### src/rtl/alu_wb_pkg.sv
// Shared constants and types for the ALU write-back router.
package alu_wb_pkg;

  // Destination codes carried alongside each ALU result
  localparam int unsigned DEST_NONE = 0;
  localparam int unsigned DEST_B    = 1;
  localparam int unsigned DEST_C    = 2;
  localparam int unsigned DEST_D    = 3;
  localparam int unsigned DEST_ACC  = 4;

  // One-hot register-file write enables, bit order {ACC,D,C,B}
  localparam logic [3:0] WE_NONE = 4'b0000;
  localparam logic [3:0] WE_B    = 4'b0001;
  localparam logic [3:0] WE_C    = 4'b0010;
  localparam logic [3:0] WE_D    = 4'b0100;
  localparam logic [3:0] WE_ACC  = 4'b1000;

  // FIFO occupancy state
  typedef enum logic [1:0] {
    StEmpty,
    StActive,
    StFull
  } occ_state_e;

endpackage

### src/rtl/wb_fifo.sv
// Small synchronous FIFO holding {dest, data} entries for the write-back router.
// Caller guarantees push only when count < DEPTH and pop only when count > 0.
module wb_fifo #(
  parameter int unsigned WIDTH = 19,
  parameter int unsigned DEPTH = 2,
  parameter int unsigned CNT_W = $clog2(DEPTH + 1)
) (
  input  logic             clk,
  input  logic             rst_n,
  input  logic             push,
  input  logic [WIDTH-1:0] push_data,
  input  logic             pop,
  output logic [WIDTH-1:0] pop_data,
  output logic [CNT_W-1:0] count
);

  localparam int unsigned PtrW = $clog2(DEPTH);

  logic [WIDTH-1:0] mem_q [DEPTH];
  logic [PtrW-1:0]  wr_ptr_q, rd_ptr_q;
  logic [CNT_W-1:0] count_q;

  // Storage array; contents need no reset since count gates every read
  always_ff @(posedge clk) begin
    if (push) begin
      mem_q[wr_ptr_q] <= push_data;
    end
  end

  // Pointers wrap naturally because DEPTH is a power of two
  always_ff @(posedge clk or negedge rst_n) begin
    if (!rst_n) begin
      wr_ptr_q <= '0;
      rd_ptr_q <= '0;
      count_q  <= '0;
    end else begin
      if (push) wr_ptr_q <= wr_ptr_q + PtrW'(1);
      if (pop)  rd_ptr_q <= rd_ptr_q + PtrW'(1);
      case ({push, pop})
        2'b10:   count_q <= count_q + CNT_W'(1);
        2'b01:   count_q <= count_q - CNT_W'(1);
        default: count_q <= count_q;
      endcase
    end
  end

  assign pop_data = mem_q[rd_ptr_q];
  assign count    = count_q;

endmodule

### src/rtl/alu_wb_router.sv
// ALU write-back router: buffers tagged ALU results and issues one-hot register-file writes.
// Optional build macro: WB_FLAGS_EN adds zero/negative flags tracking the last issued write.
module alu_wb_router
  import alu_wb_pkg::*;
#(
  parameter int unsigned DATA_W = 16,
  parameter int unsigned DEST_W = 3,
  parameter int unsigned DEPTH  = 2
) (
  input  logic              clk,
  input  logic              rst_n,
  input  logic              res_valid,
  output logic              res_ready,
  input  logic [DATA_W-1:0] res_data,
  input  logic [DEST_W-1:0] res_dest,
  input  logic              wb_stall,
  output logic [3:0]        wr_en,
  output logic [DATA_W-1:0] wr_data,
  output logic              busy,
  output logic              err_sticky,
  input  logic              err_clr,
  output logic              zero_flag,
  output logic              neg_flag
);

  localparam int unsigned EntW = DATA_W + DEST_W;
  localparam int unsigned CntW = $clog2(DEPTH + 1);

  logic [CntW-1:0]   count;
  logic              push, pop;
  logic [EntW-1:0]   head;
  logic [DATA_W-1:0] head_data;
  logic [DEST_W-1:0] head_dest;
  logic [3:0]        dec_we;
  logic              dec_illegal;

  occ_state_e        state_q;
  logic [3:0]        wr_en_q;
  logic [DATA_W-1:0] wr_data_q;
  logic              err_q;

  // No pop-through when full: ready depends only on occupancy
  assign res_ready = (count < CntW'(DEPTH));
  assign push      = res_valid && res_ready;
  assign pop       = (count != '0) && !wb_stall;
  assign head_data = head[DATA_W-1:0];
  assign head_dest = head[EntW-1:DATA_W];

  wb_fifo #(
    .WIDTH(EntW),
    .DEPTH(DEPTH),
    .CNT_W(CntW)
  ) u_fifo (
    .clk      (clk),
    .rst_n    (rst_n),
    .push     (push),
    .push_data({res_dest, res_data}),
    .pop      (pop),
    .pop_data (head),
    .count    (count)
  );

  // Decode the head entry's destination into a write enable or an error
  always_comb begin
    dec_we      = WE_NONE;
    dec_illegal = 1'b0;
    case (head_dest)
      DEST_W'(DEST_NONE): dec_we = WE_NONE;
      DEST_W'(DEST_B):    dec_we = WE_B;
      DEST_W'(DEST_C):    dec_we = WE_C;
      DEST_W'(DEST_D):    dec_we = WE_D;
      DEST_W'(DEST_ACC):  dec_we = WE_ACC;
      default:            dec_illegal = 1'b1;
    endcase
  end

  // Occupancy FSM tracking the FIFO fill level
  always_ff @(posedge clk or negedge rst_n) begin
    if (!rst_n) begin
      state_q <= StEmpty;
    end else begin
      case (state_q)
        StEmpty: if (push) state_q <= StActive;
        StActive: begin
          if (push && !pop && count == CntW'(DEPTH - 1)) begin
            state_q <= StFull;
          end else if (pop && !push && count == CntW'(1)) begin
            state_q <= StEmpty;
          end
        end
        StFull: if (pop) state_q <= StActive;
        default: state_q <= StEmpty;
      endcase
    end
  end

  assign busy = (state_q != StEmpty);

  // Registered write port; wr_data holds its value on idle edges
  always_ff @(posedge clk or negedge rst_n) begin
    if (!rst_n) begin
      wr_en_q   <= WE_NONE;
      wr_data_q <= '0;
    end else begin
      wr_en_q <= pop ? dec_we : WE_NONE;
      if (pop) wr_data_q <= head_data;
    end
  end

  assign wr_en   = wr_en_q;
  assign wr_data = wr_data_q;

  // Sticky error: an illegal pop wins over a simultaneous clear
  always_ff @(posedge clk or negedge rst_n) begin
    if (!rst_n) begin
      err_q <= 1'b0;
    end else if (pop && dec_illegal) begin
      err_q <= 1'b1;
    end else if (err_clr) begin
      err_q <= 1'b0;
    end
  end

  assign err_sticky = err_q;

`ifdef WB_FLAGS_EN
  logic zero_q, neg_q;

  // Flags follow only writes that actually reach the register file
  always_ff @(posedge clk or negedge rst_n) begin
    if (!rst_n) begin
      zero_q <= 1'b0;
      neg_q  <= 1'b0;
    end else if (pop && (dec_we != WE_NONE)) begin
      zero_q <= (head_data == '0);
      neg_q  <= head_data[DATA_W-1];
    end
  end

  assign zero_flag = zero_q;
  assign neg_flag  = neg_q;
`else
  assign zero_flag = 1'b0;
  assign neg_flag  = 1'b0;
`endif

endmodule

### config.mk
export PLATFORM = sky130hd
export DESIGN_NAME = alu_wb_router
export DESIGN_NICKNAME = d
export VERILOG_FILES = /design/src/rtl/alu_wb_pkg.sv /design/src/rtl/wb_fifo.sv /design/src/rtl/alu_wb_router.sv
export SDC_FILE = /design/constraint.sdc
export NUM_CORES = 1
export LEC_CHECK = 0
export BUFFER_PORTS_ARGS = -buffer_cell sky130_fd_sc_hd__clkbuf_2
export CAP_MARGIN = 20
export CORE_UTILIZATION = 54
export DETAILED_ROUTE_END_ITERATION = 10
export PLACE_DENSITY = 0.78
export SYNTH_ARGS = -nofsm -noshare
export SYNTH_HDL_FRONTEND = slang
export SYNTH_HIERARCHICAL = 1
export SYNTH_SLANG_ARGS = --single-unit
### constraint.sdc
create_clock -name clk -period 2.2 [get_ports clk]
set_input_delay 0.11 -clock clk [delete_from_list [all_inputs] [get_ports clk]]
set_output_delay 0.11 -clock clk [all_outputs]
set_load 0.02 [all_outputs]
## After elaboration in Yosys (flattened, before gate mapping)

Memory sizes are Yosys's and may differ from the RTL's.
Index checks and enable logic that the tools add are counted.

- Eq/ne operators: 12
- $lt $le $gt $ge: 1
- Add/subtract/negate cells: 4
- Multiplexer cells: 13
- Reduce and logical (&&, ||, !) cells: 18

Operators with widths:

| operator | number |
|---|---|
| one-hot mux 4 bit (4 select lines) | 1 |
| two-way mux 2 bit | 4 |
| nonzero test 2 bit | 4 |
| logical AND 1 bit | 7 |
| == test 2 x 1 -> 1 bit, second input constant | 3 |
| == test 3 x 2 -> 1 bit, second input constant | 2 |
| one-hot mux 2 bit (3 select lines) | 1 |
| two-way mux 1 bit | 5 |
| OR reduction 5 bit | 1 |
| == test 2 bit, second input constant | 2 |
| two-way mux 4 bit | 1 |
| inequality test 2 bit, second input constant | 2 |
| one-hot mux 2 bit (2 select lines) | 1 |
| == test 3 x 1 -> 1 bit, second input constant | 1 |
| == test 3 bit, second input constant | 1 |
| logical NOT 1 bit | 3 |
| logical NOT 3 bit | 1 |
| inequality test 3 bit, second input constant | 1 |
| AND reduction 3 bit | 1 |
| adder 1 bit, second input constant | 2 |
| adder 2 x 1 -> 2 bit, second input constant | 1 |
| logical NOT 2 bit | 1 |
| < comparator 2 bit, second input constant | 1 |
| subtractor 2 x 1 -> 2 bit, second input constant | 1 |

- Output and inout port bits: 25
- Input bits: 24
- Memories: 1
- Register bits: 27
- Logic and storage cells: 56
- Memory bits (writable): 38

Memory list:

| memory | words | bits a word | read ports | clocked after Yosys merged registers in | write ports | line | RTL |
|---|---|---|---|---|---|---|---|
| u_fifo.mem_q | 2 | 19 | 1 | 0 | 1 | wb_fifo.sv:19 | `logic [WIDTH-1:0] mem_q [DEPTH];` |

## Longest topological paths before layout

Gate-level depths: netlist of the first run.

- Word-level depth: 8
- Mapped depth: 8
- Depth with buffers taken out: 7

## Cells and area by module

The synthesis of the first run kept the hierarchy.

By module, submodules not included:

| module | instances | sequential area each (sq um) | area each (sq um) | cells an instance |
|---|---|---|---|---|
| wb_fifo | 1 | 1241.2 | 1551.5 | 73 |
| alu_wb_router | 1 | 575.6 | 1013.5 | 70 |

## Least setup slack after synthesis of the first run

No wires, ideal clock.

- Path type: register to register
- Start point: reg u_fifo.count_q[1] (netlist: u_fifo/count[1])
- End point: mem u_fifo.mem_q[0][0], enable pin
- Path slack: 0.276 ns
- Stages on the path, launching flop included: 4
- Arrival: 1.530 ns
- Library setup time: 0.395 ns
- Clock period less this slack: 1.924 ns
- Required time: 1.805 ns
- Buffers on the path: 0
- Cells stage by stage: dfrtp_1 and2b_1 inv_1 nor2_1

- Word-level cells in the longest chain between the ends: 4

Ends and longest elaborated chain:

| element | line | RTL |
|---|---|---|
| start, declared | wb_fifo.sv:21 | `logic [CNT_W-1:0] count_q;` |
| start signal, assigned | wb_fifo.sv:40 | `2'b10: count_q <= count_q + CNT_W'(1);` |
| start signal, assigned | wb_fifo.sv:41 | `2'b01: count_q <= count_q - CNT_W'(1);` |
| start signal, assigned | wb_fifo.sv:42 | `default: count_q <= count_q;` |
| < comparator 2 bit | alu_wb_router.sv:43 | `assign res_ready = (count < CntW'(DEPTH));` |
| logical AND 1 bit | alu_wb_router.sv:44 | `assign push = res_valid && res_ready;` |
| net push | alu_wb_router.sv:30 | `logic push, pop;` |
| two-way mux 1 bit | wb_fifo.sv:25 | `if (push) begin` |
| two-way mux 1 bit (implied by the code) | wb_fifo.sv:26 | `mem_q[wr_ptr_q] <= push_data;` |
| end, declared | wb_fifo.sv:19 |  |

The timed path passes the listed nets, and every way through them passes these cells.

## Worst setup path after layout of the first run

- Start point: reg u_fifo.rd_ptr_q
- End point: reg wr_data_q[2] (netlist: wr_data[2])

- Word-level cells in the longest chain between the ends: 1

Ends and longest elaborated chain:

| element | line | RTL |
|---|---|---|
| start, declared | wb_fifo.sv:20 | `logic [PtrW-1:0] wr_ptr_q, rd_ptr_q;` |
| start signal, assigned | wb_fifo.sv:38 | `if (pop) rd_ptr_q <= rd_ptr_q + PtrW'(1);` |
| memory (2 x 19 bit) | -- |  |
| net head[2] | alu_wb_router.sv:31 | `logic [EntW-1:0] head;` |
| end signal, assigned | alu_wb_router.sv:106 | `if (pop) wr_data_q <= head_data;` |
| end, declared | alu_wb_router.sv:39 | `logic [DATA_W-1:0] wr_data_q;` |

The timed path passes the listed nets, and every way through them passes these cells.
A chain may end at the register's enable or synchronous reset.

==> flow_summary.json, run 1 <==
{
  "rows": 24,
  "fin_crit_sh_pct": 79.1,
  "start_util_pct": 57.3,
  "cts_max_path_buffers": 2,
  "die_y_um": 70.9,
  "powerDensity_mw_per_mm2": 1330,
  "hp-class": "primary input to flip-flop",
  "synthCells": 143,
  "ys.flop_type": "edfxtp_1",
  "synth.most_common_cell": "edfxtp_1",
  "antenna_cells": 0,
  "synth_enable_flop_cells": 38,
  "cts_tree": "built",
  "stdcell_area_mm2": 0.00325,
  "wire_per_inst_um": 17.1,
  "clk_pin_slew_worst_paths_ns": 0.07,
  "p_clk_share_pct": 23.2,
  "tns_ns": 0,
  "tightest_slew_ns": 0.721,
  "cp-end-kind": "flip-flop",
  "routed_wl_mm": 4.77,
  "worstSetupPathType": "flip-flop to flip-flop",
  "first_pass_iters": 7,
  "die_area_mm2": 0.00503,
  "drc": 4,
  "fin_crit_ns": 1.74,
  "status": "complete, but fails checks",
  "synth_area_leader_cell": "edfxtp_1",
  "crit_path_cell_trace": "buf_4 -> mux2_2 -> mux2_2",
  "seq_area_frac_synth_pct": 70.8,
  "synthTopCellsByArea": "edfxtp_1 44%, dfrtp_1 26%, mux2_2 12%, mux2_4 4.1%, xor2_1 1.0%",
  "crit_top_cell": "mux2_2",
  "finalSetupViolCount": 0,
  "vdd_drop_max_v": 0.000838,
  "final_cells": 278,
  "grt_overflow": 0,
  "synth_area_per_cell_um2": 17.9,
  "place.gp.congestion": 0.702,
  "p_switching_mw": 1.42,
  "dpl.hpwl_mm": 2.92,
  "critPathBufInv": 1,
  "netlist_area_mm2": 0.00256,
  "synthTopCellsByCount": "38 x edfxtp_1, 28 x mux2_2, 27 x dfrtp_1",
  "fmax_ghz": 0.575,
  "min_from": "res_valid",
  "crit_arrival_ns": 1.95,
  "crit_start": "u_fifo/rd_ptr_q",
  "drt-initial-drc-count": 80,
  "drive_above_1_share_pct": 47.3,
  "root_buffer": "clkbuf_8",
  "slowest_stage": "dfrtp_1",
  "maxSlewHeadroom_pct": 51.9,
  "cap_violations": 0,
  "vias": 1491,
  "rsz0062_at_grt": "no",
  "cp_slowest_stage_delay_ns": 0.70,
  "ant_nets": 0,
  "yosys_warnings": 6,
  "ys_ff_latch": 65,
  "async_flop_share_pct": 41.5,
  "violations": "DRC",
  "cts_sinks": 65,
  "grt_start_max_net_pins": 28,
  "n_fill_cell": 279,
  "clock_latency_ns": 0.33,
  "fin_worst_skew_ns": 0.00745,
  "slew_violations": 0,
  "grt_usage_pct": 20.8,
  "combPwrFrac_pct": 32.9,
  "grt_first_pass_wirelength_mm": 7.56,
  "crit_fanout": 13,
  "finalHoldViolations": 0,
  "intPower_mw": 2.91,
  "antenna_found_initial": 0,
  "critPathTopFamily": "flip-flops",
  "fin_nets": 246,
  "numPortBuffers": 46,
  "r2r_start": "u_fifo/rd_ptr_q",
  "p_seq_share_pct": 43.9,
  "cts_buffers": 9,
  "place_area_mm2": 0.00284,
  "p_sw_share_pct": 32.7,
  "ios": 49,
  "synthToLayoutAreaGrowth_pct": 26.9,
  "postCtsSetupBuffers": 0,
  "coreArea_mm2": 0.00447,
  "vias_per_cell": 5.36,
  "die_w_um": 70.9,
  "p_leak_nw": 1.36,
  "htreeDepth": 3,
  "place_inst": 241,
  "synth_cell_types": 32,
  "synth_top_area_share_pct": 44.5,
  "cp-start-kind": "flip-flop",
  "grt_pass1_vias": 1646,
  "crit_required_ns": 2.41
}
-- path summary, 6_finish.rpt --
kind | cells after the start | slack, ns | endpoint
setup reg to reg | 3 | 0.46 | wr_data[2]
hold / removal | 3 | 0.11 | state_q[1]
max in group asynchronous | 2 | 1.37 | wr_data[15]
hold reg to reg | 1 | 0.51 | u_fifo/wr_ptr_q
min in group asynchronous | 2 | 0.36 | wr_data[11]
setup / recovery | 3 | 0.46 | wr_data[2]
-- cell type report --
class	instances	area [um2]	share of cell area [%]
Clock buffer	10	138	4.23
Clock inverter	6	67.6	2.08
Inverter	5	26.3	0.807
Multi-Input combinational cell	69	671	20.6
Sequential cell	65	1820	55.8
Tap cell	52	65.1	2.00
Timing Repair Buffer	71	470	14.5
-- registers in the layout, summed over array words and instances, names as in the netlist --
| register | count |
|---|---|
| wr_en | 4 |
| u_fifo/mem_q | 38 |
| wr_data | 16 |
| state_q | 2 |
| u_fifo/rd_ptr_q | 1 |
| err_sticky | 1 |
| u_fifo/count | 2 |
| u_fifo/wr_ptr_q | 1 |
-- worst min-delay path: cells and delay by family --
family	cells	cell delay [ns]
AO/OA/AOI/OAI	1	0.09
buffers and inverters	1	0.09
AND/OR/NAND/NOR	1	0.09
-- layer usage --
layer	GRT usage, %	part of all wire (%)
met1	23.0	40
met2	36.8	54
met3	5.41	4.4
met4	11.1	1.8
met5	0	0
-- metrics by stage --
step	setup WS [ns]	hold WS [ns]	utilization [%]	total power, mW
after detailed placement	0.520	0.200	63.5	3.30
final	0.459	0.113	72.7	4.33
after global routing	0.401	0.126	72.7	4.54
after global placement	0.564	0.180	63.5	3.24
after floorplan	0.276	-0.186	-	2.92
after CTS	0.468	0.113	72.7	4.34
-- placed cells by master (no fill, tap or decap) --
cell and count:
conb_1 2, o21ai_0 2, o22ai_1 1, o221ai_1 1, buf_4 4, or2_2 1
nand2_1 2, and2b_1 1, edfxtp_1 38, nor2b_1 1, xor2_1 3, inv_8 1
nor3_2 1, bufinv_16 1, clkbuf_2 46, nand4_1 1, a21boi_0 1, nand2b_1 1
dlygate4sd3_1 21, mux2_4 7, nor2_1 3, nor4b_1 2, clkinv_4 2, clkinvlp_4 2
or4bb_1 2, mux2_2 28, xnor2_1 2, dfrtp_1 27, and2_1 1, inv_1 4
clkinv_2 1, nor2_2 1, and4b_1 1, nand2_4 1, clkbuf_8 10, or2_4 1
ha_1 1, o211a_1 1
-- logic make-up after synthesis --
group	after synthesis	synth area share, %
DFF	65	70.8
muxes	35	16.4
and+or+nand+nor	20	5.51
buffers and inverters	10	3.27
AOI/OAI and AO/OA	6	1.66
xor gates and xnor gates	5	1.71
adders and majority gates	1	0.488
other	1	0.146
-- power groups by stage --
stage	registers [mW]	logic (mW)	clock network, mW
after floorplan	2.05	0.869	0
after global placement	1.89	1.35	0
after detailed placement	1.92	1.39	0
after CTS	1.90	1.43	1.01
after global routing	1.94	1.52	1.07
final	1.90	1.42	1.01
-- repair_timing --
item,CTS,global route
hold buffers,21,0
endpoints found under the setup margin,0,0
gates resized for setup,0,0
endpoints found under the hold margin,66,0
No activity file was read; power rests on OpenSTA's default activity.
==> inputs of run 2 (changes only) <==
--- a/config.mk
+++ b/config.mk
@@ -7,9 +7,9 @@
 export LEC_CHECK = 0
 export BUFFER_PORTS_ARGS = -buffer_cell sky130_fd_sc_hd__clkbuf_2
 export CAP_MARGIN = 20
-export CORE_UTILIZATION = 54
+export CORE_UTILIZATION = 49
 export DETAILED_ROUTE_END_ITERATION = 10
-export PLACE_DENSITY = 0.78
+export PLACE_DENSITY = 0.75
 export SYNTH_ARGS = -nofsm -noshare
 export SYNTH_HDL_FRONTEND = slang
 export SYNTH_HIERARCHICAL = 1
==> constraint.sdc (replaced) <==
create_clock -name clk -period 1.5 [get_ports clk]
set_input_delay 0.075 -clock clk [delete_from_list [all_inputs] [get_ports clk]]
set_output_delay 0.075 -clock clk [all_outputs]
set_load 0.02 [all_outputs]
==> flow_summary.json, run 2 (same netlist as run 1, synthesis figures left out) <==
{
  "coreArea_mm2": 0.00488,
  "antenna_cells": 0,
  "cts_max_path_buffers": 2,
  "largest_reg_flops": 38,
  "place_inst": 260,
  "wire_per_inst_um": 15.1,
  "crit_fanout": 13,
  "drive_above_1_share_pct": 48.7,
  "routed_wl_mm": 4.49,
  "finalHoldViolations": 0,
  "finalSetupViolCount": 0,
  "postCtsSetupBuffers": 0,
  "critPathTopFamily": "flip-flops",
  "hp-class": "primary input to flip-flop",
  "cts_buffers": 9,
  "final_util_pct": 68.0,
  "ios": 49,
  "htreeDepth": 3,
  "grt_overflow": 0,
  "dpl.hpwl_mm": 3.01,
  "die_w_um": 74.4,
  "cp-endpoint": "wr_data[6]",
  "routedLengthMet1_mm": 1.87,
  "fin_crit_sh_pct": 96.2,
  "vias_per_cell": 5.00,
  "slowest_stage": "dfrtp_1",
  "fin_worst_skew_ns": 0.00696,
  "final_cell_mix": "46 x clkbuf_2, 38 x edfxtp_1, 28 x mux2_2",
  "fmax_ghz": 0.693,
  "first_pass_iters": 4,
  "cap_violations": 0,
  "routed.top_layer": "met4",
  "top_register": "u_fifo/mem_q",
  "clk_pin_slew_worst_paths_ns": 0.07,
  "cp-end-kind": "flip-flop",
  "status": "finished clean",
  "grt_pass1_vias": 1572,
  "clock_latency_ns": 0.33,
  "synthToLayoutAreaGrowth_pct": 29.4,
  "power_mw": 6.25,
  "vdd_drop_max_v": 0.00105,
  "layout_commonest_cell": "clkbuf_2",
  "cts_sinks": 65,
  "root_buffer": "clkbuf_8",
  "maxSlewHeadroom_pct": 53.5,
  "reg2regPathDepth": 5,
  "crit_required_ns": 1.72,
  "fin_nets": 250,
  "final_cells": 297,
  "fin_crit_ns": 1.44,
  "ant_nets": 0,
  "crit_start": "u_fifo/count[1]",
  "numPortBuffers": 46,
  "reg2reg_slack_ns": 0.06,
  "grt_first_pass_wirelength_mm": 7.25,
  "grt_usage_pct": 18.8,
  "cp-start-kind": "flip-flop",
  "tightest_slew_ns": 0.698,
  "vias": 1485,
  "wl_met3_um": 253,
  "rows": 25,
  "place.gp.congestion": 0.722,
  "crit_arrival_ns": 1.66,
  "p_leak_nw": 1.38,
  "worstSetupPathType": "flip-flop to flip-flop",
  "min_from": "res_valid",
  "powerDensity_mw_per_mm2": 1880,
  "drt-initial-drc-count": 54,
  "grt_start_max_net_pins": 28,
  "cp.depth": 5,
  "start_util_pct": 52.6,
  "die_y_um": 74.4,
  "slew_violations": 0,
  "drc": 0,
  "worstHoldPathCells": 3,
  "critPathBufInv": 2,
  "wl_met2_mm": 2.31,
  "die_area_mm2": 0.00553,
  "cp_slowest_stage_delay_ns": 0.38,
  "crit_path_cell_trace": "nor2_1 -> or2_4 -> inv_8 -> buf_12 -> mux2_2",
  "r2r_end": "wr_data[6]",
  "cts_tree": "built",
  "antenna_found_initial": 0,
  "r2r_start": "u_fifo/count[1]",
  "rsz0062_at_grt": "no"
}
==> run 2: repair_timing <==
item / CTS / global route
gates resized for setup: 0 / 1
endpoints found under the setup margin: 0 / 1
endpoints found under the hold margin: 66 / 0
hold buffers: 21 / 0
==> run 2: tightest hold or removal path: stages <==
cell	delay [ns]
clkbuf_2	0.10
nand4_1	0.09
o21ai_0	0.07
==> run 2: layout make-up <==
type / count / area (um2)
flip-flops and latches: 65 / 1820
fillers: 350 / 1560
multi-input cells: 69 / 693
repair buffers: 75 / 538
clock buffers: 9 / 124
well taps: 67 / 83.8
clock inverters: 7 / 37.5
inverters: 5 / 26.3
==> run 2: worst min path at each step <==
stage	endpoint	slack, ns
after detailed placement	wr_data[0]	0.16
after global placement	wr_data[0]	0.14
final	state_q[1]	0.05
after floorplan	err_sticky	-0.22
after global routing	state_q[1]	0.06
after CTS	state_q[1]	0.03
==> run 2: power breakdown <==
| group | internal, mW | switching, mW |
|---|---|---|
| Clock | 0.577 | 0.609 |
| Combinational | 1.15 | 1.20 |
| Sequential | 2.45 | 0.260 |
| Total | 4.18 | 2.07 |
==> run 2: through the flow <==
step                instance area [um2]  setup TNS [ns]  worst slack (ns)  hold slack [ns]
finish                             3320               0            0.0574           0.0495
global route                       3320               0           0.00722           0.0611
CTS                                3320               0            0.0580           0.0321
detailed placement                 2950               0            0.0767            0.162
global placement                   2950               0             0.118            0.139
floorplan                          2590         -0.0200           -0.0200           -0.221
==> run 2: layer usage <==
| layer | global-route usage [%] | up-vias |
|---|---|---|
| met2 | 31.5 | 45 |
| met1 | 21.2 | 744 |
| li1 | - | 691 |
| met4 | 7.34 | 0 |
| met3 | 8.54 | 5 |
| met5 | 0 | - |
